### config.mk
export PLATFORM = sky130hd
export DESIGN_NAME = csram_update_sequencer
export DESIGN_NICKNAME = d
export VERILOG_FILES = /design/src/rtl/csram_pkg.sv /design/src/rtl/csram_field_merge.sv /design/src/rtl/csram_update_sequencer.sv
export SDC_FILE = /design/constraint.sdc
export NUM_CORES = 2
export LEC_CHECK = 0
export ABC_AREA = 1
export BUFFER_PORTS_ARGS = -buffer_cell sky130_fd_sc_hd__buf_2
export CAP_MARGIN = 0
export CORE_AREA = 3 3 442 444
export DETAILED_ROUTE_END_ITERATION = 8
export DIE_AREA = 0 0 445 447
export GPL_TIMING_DRIVEN = 0
export PLACE_DENSITY = 0.43
export SLEW_MARGIN = 20
export SYNTH_ARGS = -nofsm -noshare
export SYNTH_HDL_FRONTEND = slang
export SYNTH_HIERARCHICAL = 1
export SYNTH_SLANG_ARGS = --single-unit
### constraint.sdc
create_clock -name clk -period 2.7 [get_ports clk]
set_input_delay 0.135 -clock clk [delete_from_list [all_inputs] [get_ports clk]]
set_output_delay 0.135 -clock clk [all_outputs]
set_load 0.03 [all_outputs]
### src/rtl/csram_pkg.sv
// rtl/csram_pkg.sv - shared state encoding and default geometry for the CSRAM update sequencer
// Imported by csram_update_sequencer and csram_field_merge.
package csram_pkg;

  localparam int NUM_NEURONS_DEF = 256;
  localparam int WIDTH_DEF       = 367;
  localparam int WRITE_INDEX_DEF = 102;
  localparam int WRITE_WIDTH_DEF = 9;
  localparam int ADDR_W          = $clog2(NUM_NEURONS_DEF);

  typedef enum logic [2:0] {
    S_IDLE,
    S_READ,
    S_CAPTURE,
    S_PRESENT,
    S_WAIT_RES,
    S_WRITE,
    S_ADVANCE,
    S_DONE
  } state_t;

endpackage

### src/rtl/csram_field_merge.sv
// rtl/csram_field_merge.sv - replaces the potential field of a neuron word, leaving every other bit intact
// Purely combinational; shared with the loader and debug paths.
module csram_field_merge
  import csram_pkg::*;
#(
  parameter int WIDTH       = WIDTH_DEF,
  parameter int WRITE_INDEX = WRITE_INDEX_DEF,
  parameter int WRITE_WIDTH = WRITE_WIDTH_DEF
) (
  input  logic [WIDTH-1:0]       i_word,
  input  logic [WRITE_WIDTH-1:0] i_potential,
  output logic [WIDTH-1:0]       o_word
);

  always_comb begin
    o_word = i_word;
    o_word[WRITE_INDEX +: WRITE_WIDTH] = i_potential;
  end

endmodule

### src/rtl/csram_update_sequencer.sv
// rtl/csram_update_sequencer.sv - per-tick read/present/write-back sweep over the neuron SRAM
// Build option CSRAM_WB_SKIP_EN: skip the write-back when the new potential equals the stored one.
module csram_update_sequencer
  import csram_pkg::*;
#(
  parameter  int NUM_NEURONS = NUM_NEURONS_DEF,
  parameter  int WIDTH       = WIDTH_DEF,
  parameter  int WRITE_INDEX = WRITE_INDEX_DEF,
  parameter  int WRITE_WIDTH = WRITE_WIDTH_DEF,
  localparam int AW          = (NUM_NEURONS > 1) ? $clog2(NUM_NEURONS) : 1
) (
  input  logic                   clk,
  input  logic                   rst,
  input  logic                   tick,
  output logic                   busy,
  output logic                   done,
  output logic                   tick_overrun,
  output logic                   csram_wen,
  output logic [AW-1:0]          csram_address,
  output logic [WIDTH-1:0]       csram_data_in,
  input  logic [WIDTH-1:0]       csram_data_out,
  output logic [WIDTH-1:0]       param_data,
  output logic                   param_valid,
  input  logic                   param_ready,
  input  logic [WRITE_WIDTH-1:0] result_potential,
  input  logic                   result_valid
);

  localparam logic [AW-1:0] LAST_INDEX = AW'(NUM_NEURONS - 1);

  state_t           r_state;
  logic [AW-1:0]    r_index;
  logic [WIDTH-1:0] r_word;
  logic [WIDTH-1:0] r_data_in;
  logic [WIDTH-1:0] r_param_data;
  logic             r_param_valid;
  logic             r_busy;
  logic             r_done;
  logic             r_overrun;
  logic             r_wen;
  logic [WIDTH-1:0] w_merged;
  logic             w_skip;

  csram_field_merge #(
    .WIDTH       (WIDTH),
    .WRITE_INDEX (WRITE_INDEX),
    .WRITE_WIDTH (WRITE_WIDTH)
  ) u_merge (
    .i_word      (r_word),
    .i_potential (result_potential),
    .o_word      (w_merged)
  );

`ifdef CSRAM_WB_SKIP_EN
  assign w_skip = (result_potential == r_word[WRITE_INDEX +: WRITE_WIDTH]);
`else
  assign w_skip = 1'b0;
`endif

  // The merged word is registered on leaving WAIT_RES so it is already on the bus for the whole WRITE cycle.
  always_ff @(posedge clk) begin
    if (!rst) begin
      r_state       <= S_IDLE;
      r_index       <= '0;
      r_word        <= '0;
      r_data_in     <= '0;
      r_param_data  <= '0;
      r_param_valid <= 1'b0;
      r_busy        <= 1'b0;
      r_done        <= 1'b0;
      r_overrun     <= 1'b0;
      r_wen         <= 1'b0;
    end else begin
      r_done <= 1'b0;
      r_wen  <= 1'b0;
      if (tick && r_busy) r_overrun <= 1'b1;
      unique case (r_state)
        S_IDLE: begin
          if (tick) begin
            r_index <= '0;
            r_busy  <= 1'b1;
            r_state <= S_READ;
          end
        end
        S_READ: r_state <= S_CAPTURE;
        S_CAPTURE: begin
          r_word        <= csram_data_out;
          r_param_data  <= csram_data_out;
          r_param_valid <= 1'b1;
          r_state       <= S_PRESENT;
        end
        S_PRESENT: begin
          if (param_ready) begin
            r_param_valid <= 1'b0;
            r_state       <= S_WAIT_RES;
          end
        end
        S_WAIT_RES: begin
          if (result_valid) begin
            if (w_skip) begin
              r_state <= S_ADVANCE;
            end else begin
              r_wen     <= 1'b1;
              r_data_in <= w_merged;
              r_state   <= S_WRITE;
            end
          end
        end
        S_WRITE: r_state <= S_ADVANCE;
        S_ADVANCE: begin
          if (r_index == LAST_INDEX) begin
            r_done  <= 1'b1;
            r_state <= S_DONE;
          end else begin
            r_index <= r_index + 1'b1;
            r_state <= S_READ;
          end
        end
        S_DONE: begin
          r_busy  <= 1'b0;
          r_state <= S_IDLE;
        end
        default: r_state <= S_IDLE;
      endcase
    end
  end

  assign busy          = r_busy;
  assign done          = r_done;
  assign tick_overrun  = r_overrun;
  assign csram_wen     = r_wen;
  assign csram_address = r_index;
  assign csram_data_in = r_data_in;
  assign param_data    = r_param_data;
  assign param_valid   = r_param_valid;

endmodule
==> results.json <==
{
  "outcome": "completed",
  "met3_length_um": 12500,
  "critPathMaxFanout": 10,
  "synth.largest_area_cell": "dfxtp_1",
  "hp-class": "input port to flop",
  "clk_pin_slew_ps": 60,
  "clkSinkCount": 750,
  "drv_cap": 0,
  "yosys-top-cells-area": "dfxtp_1 51%, o21ai_0 12%, buf_4 11%, nor2_1 9.7%, a21oi_1 6.4%",
  "drcViolationCount": 0,
  "ys_ff_latch": 750,
  "finalSetupViolCount": 0,
  "root_buffer": "clkbuf_16",
  "via_count": 29706,
  "rsz0062_at_grt": "no",
  "die_x_um": 445,
  "critPathRequiredTime_ps": 3330,
  "cp-end-kind": "flop",
  "core_area_um2": 192000,
  "synth_top_area_share_pct": 51.4,
  "grt_usage_pct": 16.0,
  "drive_above_1_share_pct": 32.3,
  "synth_cells": 3675,
  "grt_overflow": 0,
  "grt_pass1_vias": 29055,
  "fin_crit_sh_pct": 88.4,
  "worst-setup-path-type": "flop to flop",
  "clk_latency_ps": 710,
  "slew_headroom_pct": 31.0,
  "numCtsBuffers": 92,
  "finalNetCount": 5648,
  "hold_ws_ps": 203,
  "cts-htree-levels": 3,
  "cts_tree": "yes",
  "synth_edf_count": 0,
  "die-area_um2": 199000,
  "synthMostInstantiatedCell": "nor2_1",
  "firstDrtPassIters": 8,
  "synth-seq-area-share_pct": 51.4,
  "async_flop_share_pct": 0,
  "dr_wl_met2_um": 84400,
  "cp.arrival_ps": 3020,
  "cts_buffer_depth": 3,
  "io_pins": 1128,
  "grt_max_degree": 14,
  "cts_resized": 0,
  "io_buffers": 1117,
  "routedWlPerCell_um": 21.2,
  "start_util_pct": 15.2,
  "viasPerCell": 3.77,
  "p_leak_nw": 20.0,
  "finalHoldViolations": 0,
  "area_growth_pct": 53.4,
  "wirelength_um": 167000,
  "top_layer": "met5",
  "finalCriticalPeriod_ps": 2390,
  "final.setup_skew_ps": 20.6,
  "pre_cts_ws_ps": -442,
  "max-vdd-ir-drop_mv": 0.477,
  "fill_cells": 21490,
  "grt_pass1_wl_um": 225000,
  "yosysUniqueCellTypes": 28,
  "gp_congestion": 0.909,
  "syn_area_um2": 29200,
  "dieHeight_um": 447,
  "power.density_nw_per_um2": 722,
  "timing.final.ws_setup_ps": 314,
  "drtIter0Drc": 1701,
  "synth_ff_type": "dfxtp_1",
  "yosysWarnings": 6,
  "cp-start-kind": "flop",
  "avgSynthCellArea_um2": 7.95,
  "antenna_found_initial": 25,
  "fmax_ghz": 0.419,
  "slew_viol_final": 0,
  "synth_commonest_cells": "754 x nor2_1, 750 x dfxtp_1, 728 x o21ai_0",
  "tightest_slew_ps": 1030,
  "ant_nets": 0,
  "rows": 161,
  "post-dp-hpwl_um": 136000,
  "wl_met1_um": 63700,
  "syn-num-nets": 4057
}
where the power goes:
group / switching (W) / internal (W) / total (W)
Combinational: 0.00453 / 0.00263 / 0.00716
Clock: 0.00533 / 0.00725 / 0.0126
Sequential: 0.000759 / 0.0119 / 0.0127
Total: 0.0106 / 0.0218 / 0.0324
state kept, by name, indices dropped and copies added, names as in the netlist:
signal and flops:
csram_data_in 367, param_data 367, csram_address 8, r_state 3
busy 1, csram_wen 1, done 1, param_valid 1
tick_overrun 1
stage by stage:
step | setup TNS, ps | utilization [%] | cell area [um2] | power (W) | std cells
after floorplan | 0 | - | 29200 | 0.0169 | 3675
after global placement | -10210 | 19.8 | 38000 | 0.0197 | 7318
after detailed placement | -4580 | 19.8 | 38000 | 0.0197 | 7318
after CTS | 0 | 23.3 | 44800 | 0.0329 | 7862
after global routing | 0 | 23.4 | 44800 | 0.0339 | 7868
final | 0 | 23.4 | 44800 | 0.0324 | 7873
layer usage:
layer / vias up / GRT usage [%]
li1: 14558 / -
met1: 13917 / 17.4
met2: 979 / 28.9
met3: 250 / 5.22
met4: 2 / 5.51
met5: - / 0
worst paths after layout:
check                      start           endpoint  slack [ps]  cells after the start
min          csram_data_out[347]    param_data[347]         200                      4
min reg2reg    csram_data_in[99]  csram_data_in[99]         440                      2
max reg2reg           r_state[2]    param_data[144]         310                      7
max                   r_state[2]    param_data[144]         310                      7
timing repair:
action	CTS	global route
setup buffers	0	0
hold buffers	380	0
hold endpoints to repair	382	0
cell families (layout without fill, tap and decap cells):
| kind of cell | count (synthesis) | after routing | share of synthesized area (%) |
|---|---|---|---|
| AO/OA/AOI/OAI | 1117 | 1117 | 19.1 |
| flip-flops | 750 | 750 | 51.4 |
| buffers and inverters | 998 | 2659 | 18.7 |
| adder cells (fa/ha/maj) | 1 | 1 | 0.0428 |
| AND/OR/NAND/NOR | 809 | 809 | 10.7 |
| other | 0 | 11 | 0 |
worst max-delay path, stage by stage (launching register included):
cell,delay (ps)
dfxtp_1,310
buf_4,180
nor2_8,60
nand2_4,260
buf_2,460
clkbuf_1,590
o21ai_0,260
nor2_1,150
cell type report:
class / count / area, um2 / share of cell area (%)
Antenna cell: 11 / 27.5 / 0.0614
Buffer: 614 / 4040 / 9.00
Clock buffer: 132 / 2700 / 6.01
Clock inverter: 32 / 333 / 0.742
Inverter: 384 / 1440 / 3.21
Multi-Input combinational cell: 1927 / 8740 / 19.5
Sequential cell: 750 / 15000 / 33.5
Tap cell: 2526 / 3160 / 7.05
Timing Repair Buffer: 1497 / 9390 / 20.9
layout by cell type (no fill, tap or decap), types with 20 or more instances in the layout:
cell	count
clkbuf_16	94
buf_6	23
dlygate4sd3_1	380
o21ai_0	728
clkbuf_1	181
nand2_1	32
a21oi_1	376
dfxtp_1	750
buf_2	1129
inv_1	383
clkbuf_8	20
buf_4	411
nor2_1	754
Note: power is estimated with default switching activity, not from simulation.
